$ cat src/rtl/mem_store_buffer.sv
// Store buffer between the MEM-stage load/store path and Data_Memory: queues stores,
// forwards to hitting loads, drains on idle port cycles. Optional: STORE_COALESCE_EN.
module mem_store_buffer #(
    parameter int DEPTH  = 4,
    parameter int ADDR_W = 16,
    parameter int DATA_W = 16
) (
    input  logic                   clk,
    input  logic                   rst,
    input  logic                   st_valid,
    input  logic [ADDR_W-1:0]      st_addr,
    input  logic [DATA_W-1:0]      st_data,
    output logic                   st_ready,
    input  logic                   ld_valid,
    input  logic [ADDR_W-1:0]      ld_addr,
    output logic [DATA_W-1:0]      ld_data,
    output logic                   ld_hit,
    input  logic                   fence_req,
    output logic                   fence_done,
    output logic                   empty,
    output logic [$clog2(DEPTH):0] count,
    output logic                   mem_read,
    output logic                   mem_write,
    output logic [ADDR_W-1:0]      mem_addr,
    output logic [DATA_W-1:0]      mem_wdata,
    input  logic [DATA_W-1:0]      mem_rdata
);
    localparam int PTR_W = $clog2(DEPTH);
    localparam int CNT_W = PTR_W + 1;
    localparam logic [CNT_W-1:0] FULL_CNT = CNT_W'(DEPTH);

    localparam logic [0:0] ST_RUN   = 1'b0;
    localparam logic [0:0] ST_FLUSH = 1'b1;

    logic [ADDR_W-1:0] addr_q [DEPTH];
    logic [DATA_W-1:0] data_q [DEPTH];
    logic [PTR_W-1:0]  head_q;
    logic [PTR_W-1:0]  tail_q;
    logic [CNT_W-1:0]  count_q;
    logic [CNT_W-1:0]  count_next;
    logic [0:0]        state_q;
    logic              fence_done_q;

    logic              ld_match;
    logic [PTR_W-1:0]  ld_idx;
    logic [PTR_W-1:0]  ld_scan;
    logic              load_miss;
    logic              drain;
    logic              coal_hit;
    logic [PTR_W-1:0]  coal_idx;
    logic              accept;
    logic              alloc;

    // Scan oldest to youngest so the last match is the youngest pending store.
    always_comb begin
        ld_match = 1'b0;
        ld_idx   = '0;
        ld_scan  = '0;
        for (int a = 0; a < DEPTH; a++) begin
            ld_scan = head_q + PTR_W'(a);
            if ((CNT_W'(a) < count_q) && (addr_q[ld_scan] == ld_addr)) begin
                ld_match = 1'b1;
                ld_idx   = ld_scan;
            end
        end
    end

    assign load_miss = ld_valid && !ld_match;
    assign ld_hit    = ld_valid && ld_match;
    assign ld_data   = !ld_valid ? '0 : (ld_match ? data_q[ld_idx] : mem_rdata);

    // Drain is held off during reset so discarded stores never reach memory.
    assign drain     = !rst && !load_miss && (count_q != '0);
    assign mem_read  = load_miss;
    assign mem_write = drain;
    assign mem_addr  = load_miss ? ld_addr : (drain ? addr_q[head_q] : '0);
    assign mem_wdata = drain ? data_q[head_q] : '0;

`ifdef STORE_COALESCE_EN
    logic [PTR_W-1:0] st_scan;

    // The head entry is off limits while it is leaving the buffer this cycle.
    always_comb begin
        coal_hit = 1'b0;
        coal_idx = '0;
        st_scan  = '0;
        for (int a = 0; a < DEPTH; a++) begin
            st_scan = head_q + PTR_W'(a);
            if ((CNT_W'(a) < count_q) && (addr_q[st_scan] == st_addr) &&
                !(drain && (a == 0))) begin
                coal_hit = 1'b1;
                coal_idx = st_scan;
            end
        end
    end
`else
    assign coal_hit = 1'b0;
    assign coal_idx = '0;
`endif

    assign st_ready = (state_q == ST_RUN) && ((count_q < FULL_CNT) || drain || coal_hit);
    assign accept   = st_valid && st_ready;
    assign alloc    = accept && !coal_hit;

    assign count_next = count_q + {{PTR_W{1'b0}}, alloc} - {{PTR_W{1'b0}}, drain};

    assign count      = count_q;
    assign empty      = (count_q == '0);
    assign fence_done = fence_done_q;

    // NOTE: all state updates use non-blocking assignments so every register sees pre-edge values.
    always_ff @(posedge clk) begin
        if (rst) begin
            head_q       <= '0;
            tail_q       <= '0;
            count_q      <= '0;
            state_q      <= ST_RUN;
            fence_done_q <= 1'b0;
        end else begin
            count_q      <= count_next;
            fence_done_q <= 1'b0;
            if (drain) head_q <= head_q + PTR_W'(1);
            if (alloc) tail_q <= tail_q + PTR_W'(1);
            case (state_q)
                ST_RUN: begin
                    if (fence_req) begin
                        if (count_next == '0) fence_done_q <= 1'b1;
                        else                  state_q      <= ST_FLUSH;
                    end
                end
                ST_FLUSH: begin
                    if (count_next == '0) begin
                        state_q      <= ST_RUN;
                        fence_done_q <= 1'b1;
                    end
                end
            endcase
        end
    end

    // NOTE: entry storage has no reset; validity comes solely from head/count.
    always_ff @(posedge clk) begin
        if (alloc) begin
            addr_q[tail_q] <= st_addr;
            data_q[tail_q] <= st_data;
        end else if (accept) begin
            data_q[coal_idx] <= st_data;
        end
    end

endmodule

$ cat config.mk
export PLATFORM = sky130hd
export DESIGN_NAME = mem_store_buffer
export DESIGN_NICKNAME = d
export VERILOG_FILES = /design/src/rtl/mem_store_buffer.sv
export SDC_FILE = /design/constraint.sdc
export NUM_CORES = 1
export LEC_CHECK = 0
export BUFFER_PORTS_ARGS = -buffer_cell sky130_fd_sc_hd__clkbuf_2
export CORE_MARGIN = 2
export CORE_UTILIZATION = 50
export DETAILED_ROUTE_END_ITERATION = 10
export PLACE_DENSITY = 0.73
export SYNTH_ARGS = -nofsm -noshare
export SYNTH_HDL_FRONTEND = slang
export SYNTH_SLANG_ARGS = --single-unit
$ cat constraint.sdc
create_clock -name clk -period 7.25 [get_ports clk]
set_clock_uncertainty 0.2 [all_clocks]
set_input_delay 0.725 -clock clk [delete_from_list [all_inputs] [get_ports clk]]
set_output_delay 0.725 -clock clk [all_outputs]
set_load 0.01 [all_outputs]
==> flow_summary.toml, run 1 <==
[routing]
dr.pass1.iters = 5
drtIter0Drc = 656
wl_per_cell_um = 22.53
routed_wl_mm = 25.12
ant_nets = 0
drt-vias-per-instance = 6.393
drc = 0
vias = 7128

[yosys]
synth_edf_count = 128
synthTopCellsByCount = "edfxtp_1 (128), mux4_2 (61), xnor2_1 (52), mux2i_1 (51), nor2_1 (48)"
yosys.area.top_type = "edfxtp_1"
synthArstFlopShare = 0
synthCells = 757
syn-num-nets = 835
ys.flop_type = "edfxtp_1"
synth.avg_cell_area_um2 = 12.81
ys_seq_area_frac = 0.4192
synth_seq_cells = 139
synthTopCellsByArea = "edfxtp_1 (40%), mux4_2 (14%), mux2i_1 (5.3%)"
syn_area_um2 = 9696
ys_types = 76
yosys.cell_count.top_type = "edfxtp_1"
yosys.area.top_type_share = 0.3964
yosysWarnings = 0

[finish]
fin_util = 0.5812
area.sequential_um2 = 4071
fin_nets = 920
multi_input_area_um2 = 5097
stdcell_count = 1115
areaGrowthSynthToFinish_pct = 13.25
antenna_cells = 0
design_area_um2 = 10980
nFillCells = 1531
drive_above_1_share = 0.3345

[floorplan]
start_util = 0.5132
dieWidth_um = 143.3
fp.dieH_um = 143.3
fp.coreArea_um2 = 18890
fp.dieArea_um2 = 20520
io_pins = 126
num_rows = 50

[sta]
hold_viol_final = 0
slew_headroom = 0.2962
rsz0062_at_grt = "no"
tightest_slew_ns = 1.046
drv_slew = 0
fin_crit_ns = 6.204
finalSetupViolCount = 0
fmax_mhz = 161.2
tns_ns = 0
fin_ws_ns = 1.046
fin_crit_sh = 0.8557

[pwr]
internal_power_mw = 2.030
power_frac_seq = 0.381
pwr-share-comb = 0.313
power_leakage_nw = 3.741
netSwitchingFraction = 0.3212
power_switching_mw = 0.9604
pwr-share-clk = 0.306
irDropWorstVdd_uv = 207.3
powerDensity_nw_per_um2 = 272.3

[global_route]
grt_max_degree = 63
antenna_found_initial = 0
overflow = 0
track_usage = 0.2505
grt_pass1_vias = 6933
grt_pass1_wl_mm = 38.76

[clock_network]
cts_tree = "built"
clkTransAtPathRegs_ns = 0.06
postCtsHoldBufs = 0
cts_max_path_buffers = 2
post_cts_buffers = 0
clock-root-buffer = "clkbuf_16"
clkSinkCount = 139
cts_max_level = 4
cts-resized-gates = 0
cts_made_buffers = 17
clock_latency_ns = 0.42

[min_path]
min_path_cells = 1
min_from = "st_addr[11]"
min_path_type = "in2reg"
whs_endpoint = "addr_q[1][11]"

[flow_run]
drv_cap = 0

[placed_design]
place_inst = 1083
dpl_worst_slack_ns = 1.377
finalWeightedCongestion = 0.8956
dpl_cell_area_um2 = 10360
hpwl_mm = 17.15
port-buffer-count = 125

[worst_setup_path]
r2r_start = "head_q[1]"
cp-start-kind = "register"
path_cells = "buf_4 -> mux4_2 -> xnor2_1 -> nand4_1 -> or4_1 -> o31ai_2 -> nor4b_4 -> or3_4 -> inv_2 -> a32o_1 -> clkbuf_2"
endpoint_kind = "primary output"
cp_max_fo = 34
crit_type = "reg2out"
rr_worst_depth = 15
crit_required_ns = 6.32
rrSetupSlack_ns = 1.34
crit_arrival_ns = 5.28
cp_slowest_cell = "or4_1"
max_stage_delay_ns = 0.94
r2r-end = "state_q"

[status]
status = "completed"
==> per-stage QoR <==
stage,total power [mW],hold slack (ns)
after floorplan,1.828,0.2989
after global placement,2.070,0.3384
after detailed placement,2.084,0.3576
after CTS,3.002,0.3018
after global routing,3.122,0.3050
final,2.990,0.3203
==> state kept, by name, indices dropped and copies added (netlist names), named ones only <==
name        flops
count           3
data_q         64
head_q          2
state_q         1
addr_q         64
fence_done      1
tail_q          2
==> per-layer routing <==
layer,track usage,up-vias,part of all wire
met1,0.3221,3572,0.41
met2,0.4268,345,0.50
met4,0.08462,0,0.018
met5,0,-,0
met3,0.04829,35,0.069
li1,-,3176,-
==> area by class of cell <==
type                            count  area share
Clock inverter                     15     0.01812
Tap cell                          260     0.02963
Timing Repair Buffer              138     0.06928
Multi-Input combinational cell    519      0.4642
Inverter                           27    0.009230
Clock buffer                       17     0.03874
Sequential cell                   139      0.3708
==> worst max-delay path, delay by kind of cell (launching register included) <==
family / cells / cell delay (ns)
buffers and inverters: 3 / 1.17
and+or+nand+nor: 4 / 1.55
DFF: 1 / 0.75
xor gates and xnor gates: 1 / 0.23
muxes: 1 / 0.58
AOI/OAI and AO/OA: 2 / 0.57
==> how the worst max path moves through the flow <==
stage,slack (ns),endpoint,from
4_1_cts,1.06,mem_addr[10],head_q[1]
5_1_grt,0.70,mem_addr[10],head_q[1]
3_5_place_dp,1.38,state_q,head_q[1]
6_report,1.05,mem_addr[10],head_q[1]
3_3_place_gp,1.46,state_q,head_q[1]
2_1_floorplan,2.94,state_q,head_q[1]
==> layout by cell type (no fill, tap or decap), drive strengths merged, types with 3 or more instances in the layout <==
cell type	netlist	routed
nand2b	6	6
inv	27	28
ha	8	8
nor2	50	50
bufinv	0	4
clkbuf	27	142
and2	21	21
nor2b	6	6
xor2	16	16
mux4	64	64
a22o	13	13
a211oi	30	30
clkinv	0	8
xnor2	52	52
a32o	5	5
a2bb2oi	3	3
mux2i	51	51
o31ai	16	16
o2111ai	5	5
buf	45	13
o21ai	20	20
nor4	8	8
nor3	10	10
a221oi	17	17
a221o	30	30
edfxtp	128	128
dfxtp	11	11
nand4	11	11
or3	3	3
nand3	3	3
nand2	32	32
and3	3	3
a21oi	8	8
o211ai	3	3
==> power by group through the flow <==
stage	clock network, mW	logic, mW	registers, mW
global route	0.962	1.00	1.16
CTS	0.928	0.936	1.14
detailed placement	0	0.929	1.15
floorplan	0	0.752	1.08
finish	0.915	0.936	1.14
global placement	0	0.921	1.15
==> logic make-up after synthesis <==
kind of cell / count (synthesis) / share of synthesized area
mux: 117 / 0.2048
fa+ha+maj: 9 / 0.01239
flops: 139 / 0.4192
xor+xnor: 68 / 0.06143
buf+inv: 99 / 0.05510
compound gates: 163 / 0.1550
simple gates: 162 / 0.09214
(Power assumes the default switching activity.)
==> run 2, diff against run 1 <==
- ABC_CLOCK_PERIOD_IN_PS: default -> 7970
- clock period: 7.25 -> 7.97 ns (I/O delays scaled with it)
==> flow_summary.toml, run 2 (synthesis results as in run 1) <==
[sta]
rsz0062_at_grt = "no"
fin_crit_sh = 0.8451
fin_crit_ns = 6.735
holdWs_ns = 0.3666
finalSetupViolCount = 0
tightest_slew_ns = 1.103
slew_headroom = 0.2618
fmax_mhz = 148.5
drv_slew = 0
tns_ns = 0
hold_viol_final = 0

[clock_network]
cts-resized-gates = 0
cts_tree = "built"
clock_latency_ns = 0.43
clkTransAtPathRegs_ns = 0.06
cts_made_buffers = 17
post_cts_buffers = 0
clkSinkCount = 139
postCtsHoldBufs = 0
cts_max_path_buffers = 2
cts_max_level = 4
clock-root-buffer = "clkbuf_16"

[status]
status = "completed"

[global_route]
track_usage = 0.2543
overflow = 0
antenna_found_initial = 0
grt_pass1_vias = 6972
grt_pass1_wl_mm = 38.97
grt_max_degree = 54

[worst_setup_path]
crit_arrival_ns = 5.74
r2r-end = "state_q"
cp-start-kind = "register"
r2r_start = "head_q[1]"
crit_required_ns = 6.97
cp_max_fo = 40
rrSetupSlack_ns = 1.57
endpoint_kind = "primary output"
rr_worst_depth = 16
crit_type = "reg2out"

[finish]
drive_above_1_share = 0.3314
fin_nets = 920
mostFrequentLayoutCell = "edfxtp_1"
antenna_cells = 0
nFillCells = 1566
multi_input_area_um2 = 5097
area.sequential_um2 = 4071
areaGrowthSynthToFinish_pct = 12.90
mostFrequentLayoutCells = "edfxtp_1 (128), clkbuf_2 (125), mux4_2 (61)"

[placed_design]
hpwl_mm = 17.16
port-buffer-count = 125
finalWeightedCongestion = 0.9204

[routing]
drc = 0
drtIter0Drc = 609
wl_per_cell_um = 23.04
vias = 7199
drt-vias-per-instance = 6.462
routed_wl_mm = 25.66
ant_nets = 0
dr.pass1.iters = 5

[min_path]
min_path_type = "reg2reg"
whs_endpoint = "state_q"
min_from = "state_q"
min_path_cells = 2

[pwr]
powerDensity_nw_per_um2 = 249.5
power_leakage_nw = 3.737
irDropWorstVdd_uv = 144.1

[floorplan]
start_util = 0.5132
num_rows = 50
io_pins = 126
fp.dieH_um = 143.3
fp.dieArea_um2 = 20520
fp.coreArea_um2 = 18890
dieWidth_um = 143.3

[flow_run]
drv_cap = 0
[run 2: worst max path at each step]
stage,slack (ns),start,endpoint
floorplan,3.66,head_q[1],state_q
global placement,1.76,head_q[1],state_q
detailed placement,1.62,head_q[1],state_q
CTS,1.29,head_q[1],mem_addr[5]
global route,0.98,head_q[1],mem_addr[5]
finish,1.23,head_q[1],mem_addr[5]
[run 2: stage by stage]
step / util / power [mW] / cells / instance area, µm² / worst slack (ns)
floorplan: - / 1.662 / 757 / 9696 / 3.664
global placement: 0.5462 / 1.879 / 1083 / 10320 / 1.760
detailed placement: 0.5462 / 1.891 / 1083 / 10320 / 1.622
CTS: 0.5794 / 2.735 / 1114 / 10950 / 1.286
global route: 0.5794 / 2.846 / 1114 / 10950 / 0.9802
finish: 0.5794 / 2.731 / 1114 / 10950 / 1.235
[run 2: layout make-up]
cell class              count  share of cell area
well taps                 260             0.02972
multi-input cells         519              0.4657
clock inverters            14             0.01852
inverters                  27            0.009258
clock buffers              17             0.03886
flip-flops and latches    139              0.3719
repair buffers            138             0.06607
[run 2: power by group]
part / leakage (nW) / total (mW) / internal (mW) / switching, mW
sequential: 1.26 / 1.03 / 0.910 / 0.120
combinational: 2.17 / 0.855 / 0.407 / 0.448
clock: 0.307 / 0.847 / 0.548 / 0.298
[run 2: routing by layer]
layer | global-route usage | wire, µm | share of wire
met5 | 0 | 0 | 0
met4 | 0.1011 | 764 | 0.030
met2 | 0.4238 | 12620 | 0.49
met3 | 0.04863 | 1956 | 0.076
met1 | 0.3295 | 10330 | 0.40
[run 2: critical path, stage by stage (launching register included)]
cell      delay (ns)
dfxtp_2         1.00
buf_4           0.42
mux4_2          0.55
xnor2_1         0.26
nand4_1         0.15
or4_1           0.93
o31ai_2         0.25
nor4b_4         0.08
buf_4           0.31
or3_4           0.40
inv_2           0.50
a32o_1          0.31
clkbuf_2        0.14
